==> config.mk <==
export PLATFORM = sky130hd
export DESIGN_NAME = execution_barrel_shifter
export DESIGN_NICKNAME = d
export VERILOG_FILES = /design/src/rtl/execution_barrel_shifter.sv
export SDC_FILE = /design/constraint.sdc
export NUM_CORES = 1
export LEC_CHECK = 0
export ABC_AREA = 0
export CAP_MARGIN = 5
export CORE_UTILIZATION = 60
export DETAILED_ROUTE_END_ITERATION = 10
export PLACE_DENSITY = 0.85
export SLEW_MARGIN = 10
export SYNTH_ARGS = -nofsm -noshare
export SYNTH_HDL_FRONTEND = slang
export SYNTH_SLANG_ARGS = --single-unit
==> constraint.sdc <==
create_clock -name clk -period 5.58 [get_ports clk]
set_clock_uncertainty 0.15 [all_clocks]
set_input_delay 1.116 -clock clk [delete_from_list [all_inputs] [get_ports clk]]
set_output_delay 1.116 -clock clk [all_outputs]
set_load 0.02 [all_outputs]
==> src/rtl/execution_barrel_shifter.sv <==
// Pipelined barrel shifter for the EX stage: SLL/SRL/SRA/ROTR over STAGES register stages,
// with a passthrough destination tag, valid/ready back-pressure and a synchronous flush.
module execution_barrel_shifter #(
    parameter int WIDTH   = 32,
    parameter int SHAMT_W = 5,
    parameter int STAGES  = 2,
    parameter int TAG_W   = 5
) (
    input  logic               clk,
    input  logic               rst_n,
    input  logic               flush,
    input  logic               in_valid,
    output logic               in_ready,
    input  logic [WIDTH-1:0]   in_data,
    input  logic [SHAMT_W-1:0] in_shamt,
    input  logic [1:0]         in_op,
    input  logic [TAG_W-1:0]   in_tag,
    output logic               out_valid,
    input  logic               out_ready,
    output logic [WIDTH-1:0]   out_data,
    output logic [TAG_W-1:0]   out_tag
);

    // Cascade level j is applied in stage j / LEVELS_PER_STAGE.
    localparam int LEVELS_PER_STAGE = (SHAMT_W + STAGES - 1) / STAGES;

    typedef enum logic [1:0] {
        OP_SLL  = 2'b00,
        OP_SRL  = 2'b01,
        OP_SRA  = 2'b10,
        OP_ROTR = 2'b11
    } op_e;

    logic [STAGES-1:0]  r_valid;
    logic [WIDTH-1:0]   r_data  [STAGES];
    op_e                r_op    [STAGES];
    logic [TAG_W-1:0]   r_tag   [STAGES];
    logic [SHAMT_W-1:0] r_shamt [STAGES];

    logic [STAGES-1:0]  w_valid_in;
    logic [STAGES-1:0]  w_adv;
    logic [WIDTH-1:0]   w_data_in  [STAGES];
    logic [WIDTH-1:0]   w_shifted  [STAGES];
    op_e                w_op_in    [STAGES];
    logic [TAG_W-1:0]   w_tag_in   [STAGES];
    logic [SHAMT_W-1:0] w_shamt_in [STAGES];

    // SRA keeps the MSB, so the sign sampled at input survives every partial shift.
    function automatic logic [WIDTH-1:0] shift_level(input logic [WIDTH-1:0] d,
                                                     input op_e op, input int amt);
        case (op)
            OP_SLL:  return d << amt;
            OP_SRL:  return d >> amt;
            OP_SRA:  return $signed(d) >>> amt;
            default: return (d >> amt) | (d << (WIDTH - amt));
        endcase
    endfunction

    always_comb begin
        w_valid_in[0] = in_valid;
        w_data_in[0]  = in_data;
        w_op_in[0]    = op_e'(in_op);
        w_tag_in[0]   = in_tag;
        w_shamt_in[0] = in_shamt;
        for (int k = 1; k < STAGES; k++) begin
            w_valid_in[k] = r_valid[k-1];
            w_data_in[k]  = r_data[k-1];
            w_op_in[k]    = r_op[k-1];
            w_tag_in[k]   = r_tag[k-1];
            w_shamt_in[k] = r_shamt[k-1];
        end
        for (int k = 0; k < STAGES; k++) begin
            // NOTE: every always_comb output gets a default before any conditional
            // update, so no path leaves it unassigned and no latch is inferred.
            w_shifted[k] = w_data_in[k];
            for (int j = 0; j < SHAMT_W; j++) begin
                if ((j / LEVELS_PER_STAGE) == k && w_shamt_in[k][j]) begin
                    w_shifted[k] = shift_level(w_shifted[k], w_op_in[k], 1 << j);
                end
            end
        end
    end

    // A stage advances when it is empty or everything downstream can move.
    always_comb begin
        w_adv[STAGES-1] = !r_valid[STAGES-1] || out_ready;
        for (int k = STAGES - 2; k >= 0; k--) begin
            w_adv[k] = !r_valid[k] || w_adv[k+1];
        end
    end

    assign in_ready  = w_adv[0] && !flush;
    assign out_valid = r_valid[STAGES-1];
    assign out_data  = r_data[STAGES-1];
    assign out_tag   = r_tag[STAGES-1];

    always_ff @(posedge clk or negedge rst_n) begin
        if (!rst_n) begin
            // NOTE: the payload registers are cleared too so out_data/out_tag read 0
            // out of reset; only the valid bits matter for correctness.
            r_valid <= '0;
            for (int k = 0; k < STAGES; k++) begin
                r_data[k]  <= '0;
                r_op[k]    <= OP_SLL;
                r_tag[k]   <= '0;
                r_shamt[k] <= '0;
            end
        end else begin
            for (int k = 0; k < STAGES; k++) begin
                // NOTE: non-blocking updates let every stage sample its upstream
                // neighbour's pre-edge value, which is what makes this a pipeline.
                if (flush) begin
                    r_valid[k] <= 1'b0;
                end else if (w_adv[k]) begin
                    r_valid[k] <= w_valid_in[k];
                    r_data[k]  <= w_shifted[k];
                    r_op[k]    <= w_op_in[k];
                    r_tag[k]   <= w_tag_in[k];
                    r_shamt[k] <= w_shamt_in[k];
                end
            end
        end
    end

endmodule

* Yosys cells after proc, flatten, opt, wreduce, memory -nomap -nowiden
Index checks and enable logic that the tools add are counted.
Word-level totals: bits in read-only memories 0, bits of input ports 49, register bits 83, bits in latches 0, RAM bits 0, memories 0
Operators by class: equality and inequality tests 4, muxes and demuxes 14, multipliers 0, add/subtract/negate cells 0, shifts and indexed selects 0, magnitude comparators 0, divide/modulo/power cells 0, bitwise logic cells 6, reduce and logical (&&, ||, !) cells 12
Operators with widths (number):
- case mux 32 bit (3 select lines) | 5
- 2-to-1 mux 32 bit | 5
- OR 16 x 32 -> 32 bit | 1
- OR 24 x 32 -> 32 bit | 1
- OR 28 x 32 -> 32 bit | 1
- OR 30 x 32 -> 32 bit | 1
- OR 31 x 32 -> 32 bit | 1
- == test 2 x 1 -> 1 bit (second input constant) | 2
- == test 2 bit (second input constant) | 2
- logical NOT 2 bit | 2
- 2-to-1 mux 1 bit | 4
- AND reduction 2 bit | 2
- nonzero test 2 bit | 2
- logical NOT 1 bit | 3
- logical OR 1 bit | 2
- logical AND 1 bit | 1
- NOT 1 bit | 1

* Longest topological paths before layout
Gate-level depths: netlist of run 1.
depth in word-level cells 9, depth in mapped cells 8, gate-level depth less buffers 6

* Worst setup path after synthesis of run 1
Ideal clock, no wire load.
path kind input to output, start input out_ready, end output in_ready, cell stages on the path 5, buffers on the path 2, arrival time 2.032 ns, slack 2.282 ns, cell sequence nand3b_1 > nand2b_1 > inv_1 > clkbuf_1 > buf_1
Between the ends: cells in the longest elaborated chain, start to end 3
RTL lines:
- start, declared | line 19 | input logic out_ready,
- logical OR 1 bit | line 86 | w_adv[STAGES-1] = !r_valid[STAGES-1] || out_ready;
- logical OR 1 bit | line 88 | w_adv[k] = !r_valid[k] || w_adv[k+1];
- logical AND 1 bit | line 92 | assign in_ready = w_adv[0] && !flush;
- end, declared | line 13 | output logic in_ready,
Every way passes these cells.

* Final worst setup path of run 1
Same ends and word-level chain as after synthesis.

==> flow_summary_export.csv, run 1 <==
group,metric,value,unit
synth,avgSynthCellArea,7.781,sq um
synth,synth_top_area_cell,"dfrtp_1",
sta,finalSetupViolCount,0,
power_and_ir_drop,internal_power,0.001417,W
placement,dp_hpwl,16200,microns
global_route,use_met3,7.019,%
power_and_ir_drop,vdd_drop_max,0.1489,mV
cells_and_area,drive_above_1_share,8.925,%
clock_network,clock_sink_count,80,
power_and_ir_drop,power_leakage,3.099,nW
setup_path,r2r_slack,2.58,ns
sta,worst_slew_pin_slew,0.9929,ns
sta,final.min_clock_period,3.967,ns
synth,ys.flop_type,"dfrtp_1",
synth,syn_inst,943,
min_path,worstHoldEndpoint,"out_tag[2]$_DFFE_PN0P_",
setup_path,r2r_cells,6,
floorplan,die_area,0.01267,sq mm
power_and_ir_drop,clockPowerShare,28.7,%
cells_and_area,nFillCells,1023,
global_route,use_met1,51.84,%
global_route,grt_usage,37.18,%
setup_path,crit_path_end_kind,"output port",
detailed_routing,vias_per_cell,7.219,
floorplan,fp-row-count,40,
clock_network,htreeDepth,3,
setup_path,critPathLaunchType,"input port",
detailed_routing,drt_first_iter_violations,1151,
synth,syn_nets,992,
placement,port_buffers,87,
synth,yosysTopAreaCellShare,27.29,%
floorplan,dieWidth,112.6,microns
sta,fmax,252.1,MHz
min_path,holdPathStages,2,
clock_network,insertion_delay,0.34,ns
synth,synth_area,0.007337,sq mm
power_and_ir_drop,pwr_density_cell,277.1,mW/mm^2
placement,gp_congestion,1.031,
detailed_routing,wirelength,23330,microns
global_route,overflow,0,
sta,post-route-period-util,71.09,%
detailed_routing,first_pass_iters,6,
floorplan,num_io_pins,88,
floorplan,fp.dieH,112.6,microns
global_route,use_met2,56.79,%
power_and_ir_drop,swShare,36.88,%
floorplan,initial_utilization,61.34,%
synth,ys_warn_count,0,
cells_and_area,syn2layout_area_growth,10.40,%
synth,synth.distinct_cells,63,
sta,tns,0,ns
sta,hold_violations,0,
global_route,grt_pass1_vias,6787,
floorplan,core-area,0.01196,sq mm
detailed_routing,avgRoutedWirePerCell,21.66,microns
clock_network,path_clk_slew,0.06,ns
synth,synth-seq-cells,80,
sta,rsz0062_at_grt,"false",
setup_path,crit_required,4.31,ns
synth,netlist_top_cells_area,"dfrtp_1 27%, nand2_1 6.8%, o21ai_0 4.9%",
global_route,grt_max_degree,88,
min_path,min_path_type,"flop to flop",
cells_and_area,stdcell_count,1077,
power_and_ir_drop,p_switching,0.0008279,W
run_status,outcome,"finished clean",
power_and_ir_drop,seqPwrFrac,34.8,%
global_route,grt_busiest_layer,"met2",
flow_run,max_cap_viol_count,0,
clock_network,ctsResizeCount,0,
cells_and_area,layout.nets,974,
setup_path,critical_path_class,"input port to output port",
placement,place_inst,1061,
sta,timing.slew.headroom,33.81,%
synth,synth_edf_count,0,
setup_path,worstPathArrival,2.70,ns
synth,ys_seq_area_share,27.29,%
power_and_ir_drop,comb_power_share,36.4,%
detailed_routing,final_antenna_net_count,0,
detailed_routing,drc,0,
clock_network,numCtsBuffers,9,
clock_network,ctsHoldBuffers,0,
clock_network,cts_tree,"done",
setup_path,r2r-end,"out_data[4]$_DFFE_PN0P_",
detailed_routing,vias,7775,
min_path,hp-start,"r_tag[7]$_DFFE_PN0P_",
setup_path,reg2reg_from,"r_shamt[8]$_DFFE_PN0P_",
global_route,antenna_found_initial,0,
sta,final-max-slew-violation-count,0,
cells_and_area,n_antenna_cell,0,
global_route,grt_pass1_wl,36850,microns
clock_network,postCtsSetupBuffers,0,
clock_network,clockBufferDepth,2,
clock_network,root_buffer,"clkbuf_16",
setup_path,cp_max_fo,3,
synth,async_flop_share,100.0,%
==> synth_stat cells, types with 15 or more instances <==
master / instances
buf_2: 22
o21ai_0: 72
nor2b_1: 16
nand2_1: 132
nor2_1: 84
nand3_1: 17
a311oi_1: 33
o22ai_1: 36
buf_4: 39
a21boi_0: 18
nand2b_1: 17
clkbuf_1: 52
a21oi_1: 50
mux2i_1: 22
mux2_2: 16
a31oi_1: 39
o221ai_1: 15
dfrtp_1: 80
==> per-stage QoR <==
stage                     power [W]  worst slack, ns  hold slack (ns)  util [%]  cell area, sq um
after floorplan            0.001358            2.282           0.2886         -              7337
after global placement     0.001571            1.508           0.2932     65.03              7779
after detailed placement   0.001585            1.494           0.2980     65.03              7779
after CTS                  0.002222            1.627           0.3141     67.72              8100
after global routing       0.002344            1.551           0.3239     67.72              8100
final                      0.002245            1.613           0.3141     67.72              8100
==> sequential cells by signal, indices dropped and copies added (netlist names) <==
name      flops
r_tag         5
out_tag       5
r_op          2
out_data     32
r_shamt       2
r_data       32
r_valid       2
==> placed cells by master, fill, tap and decap left out, types with 7 or more instances in the layout <==
cell type,count
nor2b_1,16
clkbuf_16,9
or3b_2,9
mux2i_1,22
a21oi_1,50
clkdlybuf4s50_1,84
a21boi_0,18
dfrtp_1,79
mux2_2,16
nor2_1,83
mux4_2,12
nand2_1,132
o22ai_1,36
buf_4,15
o21a_1,13
or3b_1,14
nand3_1,17
nand2b_1,17
a221oi_1,7
a311oi_1,33
nor3_1,8
o21ai_0,72
a211oi_1,12
o21ai_1,7
a31oi_1,39
o221ai_1,15
==> layer usage <==
metal	vias to the layer above	routed length, microns
li1	3470	-
met1	3568	9385
met2	621	10260
met3	116	2703
met4	0	983
met5	-	0
==> how the worst max path moves through the flow <==
| stage | start | to | cells past startpoint | slack, ns |
|---|---|---|---|---|
| final | out_ready | in_ready | 5 | 1.61 |
| after global routing | out_ready | in_ready | 5 | 1.55 |
| after CTS | out_ready | in_ready | 5 | 1.63 |
| after detailed placement | in_op[0] | r_data[63]$_DFFE_PN0P_ | 6 | 1.49 |
| after global placement | in_op[0] | r_data[63]$_DFFE_PN0P_ | 6 | 1.51 |
| after floorplan | out_ready | in_ready | 5 | 2.28 |
==> power groups by stage <==
stage | registers [W] | clock network [W] | logic [W]
floorplan | 0.000742 | 0 | 0.000616
global placement | 0.000785 | 0 | 0.000786
detailed placement | 0.000789 | 0 | 0.000796
CTS | 0.000778 | 0.000645 | 0.000799
global route | 0.000792 | 0.000671 | 0.000881
finish | 0.000782 | 0.000645 | 0.000818
==> worst max-delay path, stage by stage <==
cell             delay, ns
clkdlybuf4s50_1       0.47
nand3b_1              0.16
nand2b_1              0.20
inv_1                 0.14
clkdlybuf4s50_1       0.61
==> area by class of cell <==
class | instances | area, sq um | share of cell area, %
inverter | 10 | 37.54 | 0.4634
tap | 147 | 183.9 | 2.271
sequential | 80 | 2003 | 24.73
timing repair buffer | 100 | 958.4 | 11.83
clock buffer | 10 | 229.0 | 2.827
clock inverter | 6 | 92.59 | 1.143
multi-input combinational | 724 | 4596 | 56.73
==> cell families (layout without fill, tap and decap cells) <==
logic type / after synthesis / after routing / share of synthesized area (%)
AO/OA/AOI/OAI: 358 / 358 / 33.32
buffers and inverters: 139 / 126 / 10.11
flip-flops: 80 / 80 / 27.29
multiplexers: 50 / 50 / 9.140
AND/OR/NAND/NOR: 316 / 316 / 20.14
No activity file was read; power rests on OpenSTA's default activity.
==> run 2, diff against run 1 <==
--- a/config.mk
+++ b/config.mk
@@ -7,9 +7,9 @@
 export LEC_CHECK = 0
 export ABC_AREA = 0
 export CAP_MARGIN = 5
-export CORE_UTILIZATION = 60
+export CORE_UTILIZATION = 52
 export DETAILED_ROUTE_END_ITERATION = 10
-export PLACE_DENSITY = 0.85
+export PLACE_DENSITY = 0.78
 export SLEW_MARGIN = 10
 export SYNTH_ARGS = -nofsm -noshare
 export SYNTH_HDL_FRONTEND = slang
==> constraint.sdc (replaced) <==
create_clock -name clk -period 3.6 [get_ports clk]
set_clock_uncertainty 0.15 [all_clocks]
set_input_delay 0.72 -clock clk [delete_from_list [all_inputs] [get_ports clk]]
set_output_delay 0.72 -clock clk [all_outputs]
set_load 0.02 [all_outputs]
==> run 2 against run 1 <==
Compared with the run above:
- the run now ends with design-rule violations left
- largest power group unchanged
- critical endpoint unchanged
- clock power rose by 47%
- critical path depth did not move
- non-clock buffer count rose by 12
- critical path type unchanged
- cell count rose by 4.2%
==> flow_summary_export.csv, run 2 (synthesis gave the netlist of run 1 again) <==
group,metric,value,unit
run_status,outcome,"finished with violations",
run_status,violations,"design-rule violations",
cells_and_area,nFillCells,1247,
sta,fmax,312.5,MHz
detailed_routing,vias,7721,
global_route,grt_pass1_wl,37380,microns
floorplan,core-area,0.01383,sq mm
sta,finalSetupViolCount,0,
clock_network,htreeDepth,3,
sta,final-max-slew-violation-count,0,
cells_and_area,drive_above_1_share,10.19,%
clock_network,numCtsBuffers,9,
detailed_routing,wirelength,23400,microns
global_route,antenna_found_initial,1,
floorplan,fp.dieH,120.8,microns
floorplan,fp-row-count,43,
detailed_routing,vias_per_cell,6.881,
cells_and_area,layout.nets,986,
placement,gp_congestion,0.9880,
sta,final.min_clock_period,3.200,ns
power_and_ir_drop,pwr_density_cell,417.5,mW/mm^2
cells_and_area,stdcell_count,1122,
cells_and_area,syn2layout_area_growth,12.52,%
flow_run,max_cap_viol_count,0,
clock_network,postCtsSetupBuffers,0,
sta,setup_ws,0.4004,ns
clock_network,insertion_delay,0.34,ns
floorplan,initial_utilization,53.06,%
global_route,grt_pass1_vias,6772,
setup_path,crit_required,2.73,ns
setup_path,cp_max_fo,3,
clock_network,root_buffer,"clkbuf_16",
clock_network,clockBufferDepth,2,
setup_path,critPathLaunchType,"input port",
clock_network,ctsResizeCount,0,
sta,hold_violations,0,
floorplan,num_io_pins,88,
detailed_routing,avgRoutedWirePerCell,20.85,microns
cells_and_area,final_util,59.71,%
placement,port_buffers,87,
clock_network,clock_sink_count,80,
cells_and_area,n_antenna_cell,0,
sta,post-route-period-util,88.88,%
placement,place_inst,1106,
setup_path,worstPathArrival,2.33,ns
sta,timing.slew.headroom,34.53,%
min_path,min_path_type,"flop to flop",
power_and_ir_drop,vdd_drop_max,0.2553,mV
setup_path,critical_path_class,"input port to output port",
power_and_ir_drop,power_leakage,3.166,nW
detailed_routing,final_antenna_net_count,0,
detailed_routing,first_pass_iters,11,
placement,dp_hpwl,16590,microns
global_route,grt_max_degree,116,
clock_network,path_clk_slew,0.07,ns
floorplan,dieWidth,120.8,microns
sta,holdWs,0.3197,ns
cells_and_area,most-common-layout-cells,"132 x nand2_1, 84 x clkdlybuf4s50_1, 83 x nor2_1",
floorplan,die_area,0.01459,sq mm
sta,rsz0062_at_grt,"false",
global_route,overflow,0,
global_route,grt_usage,32.76,%
placement,place_ws,0.3358,ns
cells_and_area,layout_commonest_cell,"nand2_1",
clock_network,cts_tree,"done",
sta,worst_slew_pin_slew,0.9820,ns
clock_network,ctsHoldBuffers,0,
detailed_routing,drc,1,
setup_path,crit_path_end_kind,"output port",
sta,tns,0,ns
detailed_routing,drt_first_iter_violations,1351,
## run 2: cell type report
| cell class | count | area (sq um) | area share, % |
|---|---|---|---|
| tap | 180 | 225.2 | 2.728 |
| clock buffer | 9 | 225.2 | 2.728 |
| sequential | 80 | 2003 | 24.26 |
| multi-input combinational | 724 | 4596 | 55.67 |
| timing repair buffer | 112 | 1086 | 13.16 |
| clock inverter | 7 | 82.58 | 1.000 |
| inverter | 10 | 37.54 | 0.4547 |
## run 2: worst paths after layout
check,slack [ns],start,to,cells past startpoint
max in group asynchronous,2.22,rst_n,r_shamt[8]$_DFFE_PN0P_,1
hold / removal,0.32,r_tag[8]$_DFFE_PN0P_,out_tag[3]$_DFFE_PN0P_,2
setup / recovery,0.40,out_ready,in_ready,5
hold reg to reg,0.32,r_tag[8]$_DFFE_PN0P_,out_tag[3]$_DFFE_PN0P_,2
min in group asynchronous,0.39,rst_n,out_data[22]$_DFFE_PN0P_,1
setup reg to reg,1.24,r_op[3]$_DFFE_PN0P_,out_data[8]$_DFFE_PN0P_,6
## run 2: through the flow
stage,power [W],area [sq um]
6_report,0.003447,8255
5_1_grt,0.003622,8255
4_1_cts,0.003430,8255
3_5_place_dp,0.002480,7948
3_3_place_gp,0.002457,7948
2_1_floorplan,0.002105,7337
## run 2: power by group
part           internal [W]  switching, W
clock network      0.000549      0.000400
logic              0.000555      0.000736
registers           0.00104      0.000163
total               0.00215       0.00130
## run 2: metal layers
| metal | global-route usage (%) | up-vias | part of all wire [%] |
|---|---|---|---|
| met5 | 0 | - | 0 |
| met4 | 12.35 | 0 | 3.8 |
| met3 | 5.189 | 80 | 10 |
| met2 | 49.75 | 542 | 45 |
| met1 | 46.75 | 3591 | 41 |
| li1 | - | 3508 | - |
## run 2: worst max-delay path, stage by stage
cell and delay (ns):
clkdlybuf4s50_1 0.47, nand3b_1 0.16, nand2b_1 0.13, inv_1 0.21
clkdlybuf4s50_1 0.64
==> variant 1, RTL diff (settings of run 2) <==
The parameter `SHAMT_W` goes from 5 to 10.
--- a/src/rtl/execution_barrel_shifter.sv
+++ b/src/rtl/execution_barrel_shifter.sv
@@ -4,3 +4,3 @@
     parameter int WIDTH   = 32,
-    parameter int SHAMT_W = 5,
+    parameter int SHAMT_W = 10,
     parameter int STAGES  = 2,
Ports: changed (resized in_shamt); port bits go from 88 to 93. The function was not compared with the original's and may differ.
==> variant 1 against run 2 <==
- sequential share of layout area is 2.1 points lower
- design area up 14%
- final cell count up 15%
- total power rose by 1.6%
- sequential cell count grew 3
- worst setup slack better by 25 ps
- wire length grew 36%
- largest cell class unchanged
- non-clock buffer count is 60 higher
- area after synthesis increased by 9.0%
==> variant 1: results (changes against run 2) <==
\begin{tabular}{lr}
\hline
Metric & Value \\
\hline
\multicolumn{2}{l}{\textbf{Outcome}} \\
\quad Outcome & finished clean \\
\multicolumn{2}{l}{\textbf{Placement}} \\
\quad Input/output buffers & 92 (+5.7\%) \\
\quad Total cell area at the placement stage & 9082 um2 (+14\%) \\
\quad Routability-driven placement congestion ratio & 1.036 (+4.8\%) \\
\quad Total half-perimeter wirelength after legalization and detailed placement & 24.03 mm (+45\%) \\
\quad Cell Count Post-Placement & 1,271 (+15\%) \\
\multicolumn{2}{l}{\textbf{Detailed routing}} \\
\quad Mean number of vias per cell & 7.120 (+3.5\%) \\
\quad Count of TritonRoute iterations in the first routing pass & 7 (-4) \\
\quad Avg WL per Cell & 24.74 um (+19\%) \\
\quad Total via count in the routed design & 9,163 (+19\%) \\
\multicolumn{2}{l}{\textbf{Global route}} \\
\quad Pin count of the biggest net entering global routing & 52 (-55\%) \\
\quad Number of global-route vias before repair & 8,374 (+24\%) \\
\quad Global-route wire length before repair & 49.03 mm (+31\%) \\
\quad Met1 track utilization from global routing & 0.5536 (+0.08613) \\
\quad Overall routing resource usage & 0.4035 (+0.07591) \\
\quad Met3 GRT Util & 0.1062 (+0.05432) \\
\multicolumn{2}{l}{\textbf{Synthesis}} \\
\quad Mapped Avg Cell Area & 7.619 um2 (-2.1\%) \\
\quad Syn Nets & 1,104 (+11\%) \\
\quad Total standard cell area after synthesis & 8000 um2 (+9.0\%) \\
\quad Unique masters post-synth & 76 (+21\%) \\
\quad Share of the yosys chip area belonging to registers & 0.2596 (-0.01323) \\
\multicolumn{2}{l}{\textbf{Finish}} \\
\quad Final nets & 1,152 (+17\%) \\
\quad Fraction of final layout cells with drive strength greater than 1 & 0.1405 (+0.03862) \\
\multicolumn{2}{l}{\textbf{Power}} \\
\quad Static leakage & 3.778 nW (+19\%) \\
\quad Worst voltage drop across the vdd grid & 0.0002968 V (+16\%) \\
\multicolumn{2}{l}{\textbf{Setup path}} \\
\quad Data arrival time at the worst-slack endpoint & 2300 ps (-30 ps) \\
\quad Worst R2R End & out\_data[16]\$\_DFFE\_PN0P\_ \\
\quad Setup slack, reg-to-reg & 900 ps (-340 ps) \\
\quad Beginning of the worst register-to-register path & r\_valid[1]\$\_DFFE\_PN0P\_ \\
\quad Largest stage delay on the critical path & 540 ps (-100 ps) \\
\quad Highest fanout seen on the critical path & 5 (+2) \\
\multicolumn{2}{l}{\textbf{Timing}} \\
\quad Hold WS & 158.9 ps (-160.8 ps) \\
\quad Remaining max-slew budget at the tightest pin & 0.2633 (-0.08204) \\
\multicolumn{2}{l}{\textbf{Hold path}} \\
\quad Hold Crit Class & in2async \\
\hline
\end{tabular}
[variant 1: cell count changes in the layout (fill, tap and decap cells not counted), moves of 10 or more]
cell                       before  now
sky130_fd_sc_hd__a21oi_1       50   87
sky130_fd_sc_hd__o211ai_1       5   21
sky130_fd_sc_hd__mux2_2        16    3
sky130_fd_sc_hd__nor2b_1       16    6
sky130_fd_sc_hd__buf_4         24   76
sky130_fd_sc_hd__a21boi_0      18    3
sky130_fd_sc_hd__o21ai_0       72   94
sky130_fd_sc_hd__o22ai_1       36    7
sky130_fd_sc_hd__a311oi_1      33   15
sky130_fd_sc_hd__nand3_1       17   37
sky130_fd_sc_hd__a21o_1         1   14
sky130_fd_sc_hd__o21a_1        13   29
sky130_fd_sc_hd__a31oi_1       39   25
[variant 1: power breakdown]
part           internal [mW]  leakage [nW]  total, mW  switching [mW]
Clock                  0.549         0.149      0.967           0.417
Combinational          0.554          2.61       1.38           0.824
Sequential              1.07          1.02       1.16          0.0913
[variant 1: area by class of cell]
class                           count  area (um2)
Clock buffer                        9       225.2
Timing Repair Buffer              172        1572
Multi-Input combinational cell    823        5170
Tap cell                          184       230.2
Sequential cell                    83        2077
Fill cell                        1309        5366
Inverter                            9       33.78
Clock inverter                      7       80.08
[variant 1: logic make-up (layout without fill, tap and decap cells)]
group	count (synthesis)	count (layout)	share of synthesized area
buf+inv	144	197	0.09493
mux	37	37	0.06240
flops	83	83	0.2596
compound gates	432	432	0.3733
simple gates	354	354	0.2097
[variant 1: worst max path at each step]
stage / end / slack [ps] / cells past startpoint
final: in_ready / 430 / 5
after global routing: r_data[40]$_DFFE_PN0P_ / 200 / 9
after CTS: in_ready / 430 / 5
after detailed placement: r_data[40]$_DFFE_PN0P_ / 150 / 9
after global placement: r_data[56]$_DFFE_PN0P_ / 90 / 9
after floorplan: in_ready / 630 / 7
==> variant 2, RTL diff (flow settings as in run 2) <==
Made on the original files. Make the reset (`rst_n`) synchronous in one clocked block.
--- a/src/rtl/execution_barrel_shifter.sv
+++ b/src/rtl/execution_barrel_shifter.sv
@@ -96,3 +96,3 @@
 
-    always_ff @(posedge clk or negedge rst_n) begin
+    always_ff @(posedge clk) begin
         if (!rst_n) begin
Function: differs if rst_n is asserted again (counterexample within 4 cycles, from zero or initial values and one cycle with rst_n low); with rst_n held inactive, the same outputs for 4 cycles.
==> variant 2 against run 2 <==
- worst setup slack better by 160 ps
- design area is 0.50% lower
- sequential cell count stayed put
- combinational power is 31% lower
- core utilization is 1.8 points higher
- hold slack better by 27 ps
- area after synthesis is 2.0% lower
- wire length is 3.1% lower
- count of clock-buffer cells in the layout stayed put
- total power is 13% lower
- synthesized cell count is 4.7% lower
==> variant 2: results (changes against run 2) <==
\begin{tabular}{lr}
\hline
Metric & Value \\
\hline
\multicolumn{2}{l}{\textbf{Outcome}} \\
\quad Outcome & finished clean \\
\multicolumn{2}{l}{\textbf{Timing}} \\
\quad Max frequency & 329.2 MHz (+5.3\%) \\
\quad Actual transition at the worst max-transition pin & 1172 ps (+189.6 ps) \\
\multicolumn{2}{l}{\textbf{Synthesis}} \\
\quad Xor/xnor cell area share of the yosys netlist & 0.001218 (+0.001218) \\
\quad Biggest area contributors in the synthesized netlist & sky130\_fd\_sc\_hd\_\_edfxtp\_1 33\%, sky130\_fd\_sc\_hd\_\_nand2\_1 6.1\%, sky130\_fd\_sc\_hd\_\_a21oi\_1 4.9\%, sky130\_fd\_sc\_hd\_\_nor2\_1 4.8\%, sky130\_fd\_sc\_hd\_\_mux2i\_1 4.6\% \\
\quad Most common library cells after synthesis & 116 x sky130\_fd\_sc\_hd\_\_nand2\_1, 92 x sky130\_fd\_sc\_hd\_\_nor2\_1, 78 x sky130\_fd\_sc\_hd\_\_edfxtp\_1, 71 x sky130\_fd\_sc\_hd\_\_a21oi\_1, 58 x sky130\_fd\_sc\_hd\_\_o21ai\_0 \\
\quad Cells after Synth & 899 (-4.7\%) \\
\quad Share of the yosys chip area belonging to registers & 0.3312 (+0.05839) \\
\quad Fraction of the mapped netlist area in compound gates & 0.2787 (-0.05451) \\
\quad Syn Nets & 948 (-4.4\%) \\
\quad Number of enable flip-flop cells after synthesis & 78 (+78) \\
\quad Mux cell area share after synthesis & 0.06002 (-0.03138) \\
\multicolumn{2}{l}{\textbf{Global route}} \\
\quad Met3 GRT Util & 0.05561 (+0.003722) \\
\quad Overall routing resource usage & 0.3247 (-0.002866) \\
\quad Global-route wire length before repair & 36.22 mm (-3.1\%) \\
\multicolumn{2}{l}{\textbf{Placement}} \\
\quad Pre-CTS setup slack & 389.0 ps (+53.21 ps) \\
\quad Total cell area at the placement stage & 7911 um2 (-0.46\%) \\
\quad Total half-perimeter wirelength after legalization and detailed placement & 16.55 mm (-0.22\%) \\
\quad Routability-driven placement congestion ratio & 1.058 (+7.1\%) \\
\multicolumn{2}{l}{\textbf{Detailed routing}} \\
\quad Total via count in the routed design & 7,337 (-5.0\%) \\
\quad Count of TritonRoute iterations in the first routing pass & 8 (-3) \\
\quad Mean number of vias per cell & 6.713 (-2.5\%) \\
\multicolumn{2}{l}{\textbf{Setup path}} \\
\quad Length in cells of the worst reg-to-reg path & 5 (-1) \\
\quad Worst R2R End & r\_data[0][50]\$\_SDFFCE\_PN0P\_ \\
\quad Highest fanout seen on the critical path & 5 (+2) \\
\multicolumn{2}{l}{\textbf{Power}} \\
\quad Worst voltage drop across the vdd grid & 0.0002638 V (+3.3\%) \\
\quad Static leakage & 3.025 nW (-4.5\%) \\
\multicolumn{2}{l}{\textbf{Finish}} \\
\quad Final nets & 961 (-2.5\%) \\
\hline
\end{tabular}
[variant 2: cells by family after synthesis]
group / Yosys count
flip-flops: 80
AND/OR/NAND/NOR: 343
XOR/XNOR: 1
buffers and inverters: 129
multiplexers: 40
AO/OA/AOI/OAI: 306
[variant 2: area by class of cell]
class,count,area [um2]
clock buffer,9,225.2
clock inverter,7,77.57
fill,1228,5134
inverter,11,41.29
multi-input combinational,690,4131
sequential,80,2382
tap,176,220.2
timing repair buffer,120,1136
[variant 2: routing by layer]
metal  wire length [um]  part of all wire  up-vias
li1                   -                 -     3343
met1               9010              0.40     3371
met2              10250              0.45      523
met3               2236             0.099       98
met4               1162             0.051        2
met5                 13           0.00057        -
[variant 2: worst max-delay path: stages]
cell,delay [ps]
sky130_fd_sc_hd__clkdlybuf4s50_1,480
sky130_fd_sc_hd__and3b_1,250
sky130_fd_sc_hd__nor2_1,110
sky130_fd_sc_hd__clkdlybuf4s50_1,610
[variant 2: worst min path at each step]
stage / start / to / slack (ps)
after global routing: r_valid[0]$_SDFFE_PP0N_ / r_valid[1]$_SDFFE_PP0P_ / 390
after CTS: r_valid[0]$_SDFFE_PP0N_ / r_valid[1]$_SDFFE_PP0P_ / 330
after detailed placement: r_valid[0]$_SDFFE_PP0N_ / r_valid[1]$_SDFFE_PP0P_ / 320
final: r_valid[0]$_SDFFE_PP0N_ / r_valid[1]$_SDFFE_PP0P_ / 350
after floorplan: r_valid[0]$_SDFFE_PP0N_ / r_valid[1]$_SDFFE_PP0P_ / 280
after global placement: r_valid[0]$_SDFFE_PP0N_ / r_valid[1]$_SDFFE_PP0P_ / 320
[variant 2: report_power, final]
group / internal [mW] / switching [mW]
registers: 1.12 / 0.0639
logic: 0.350 / 0.538
clock network: 0.547 / 0.389
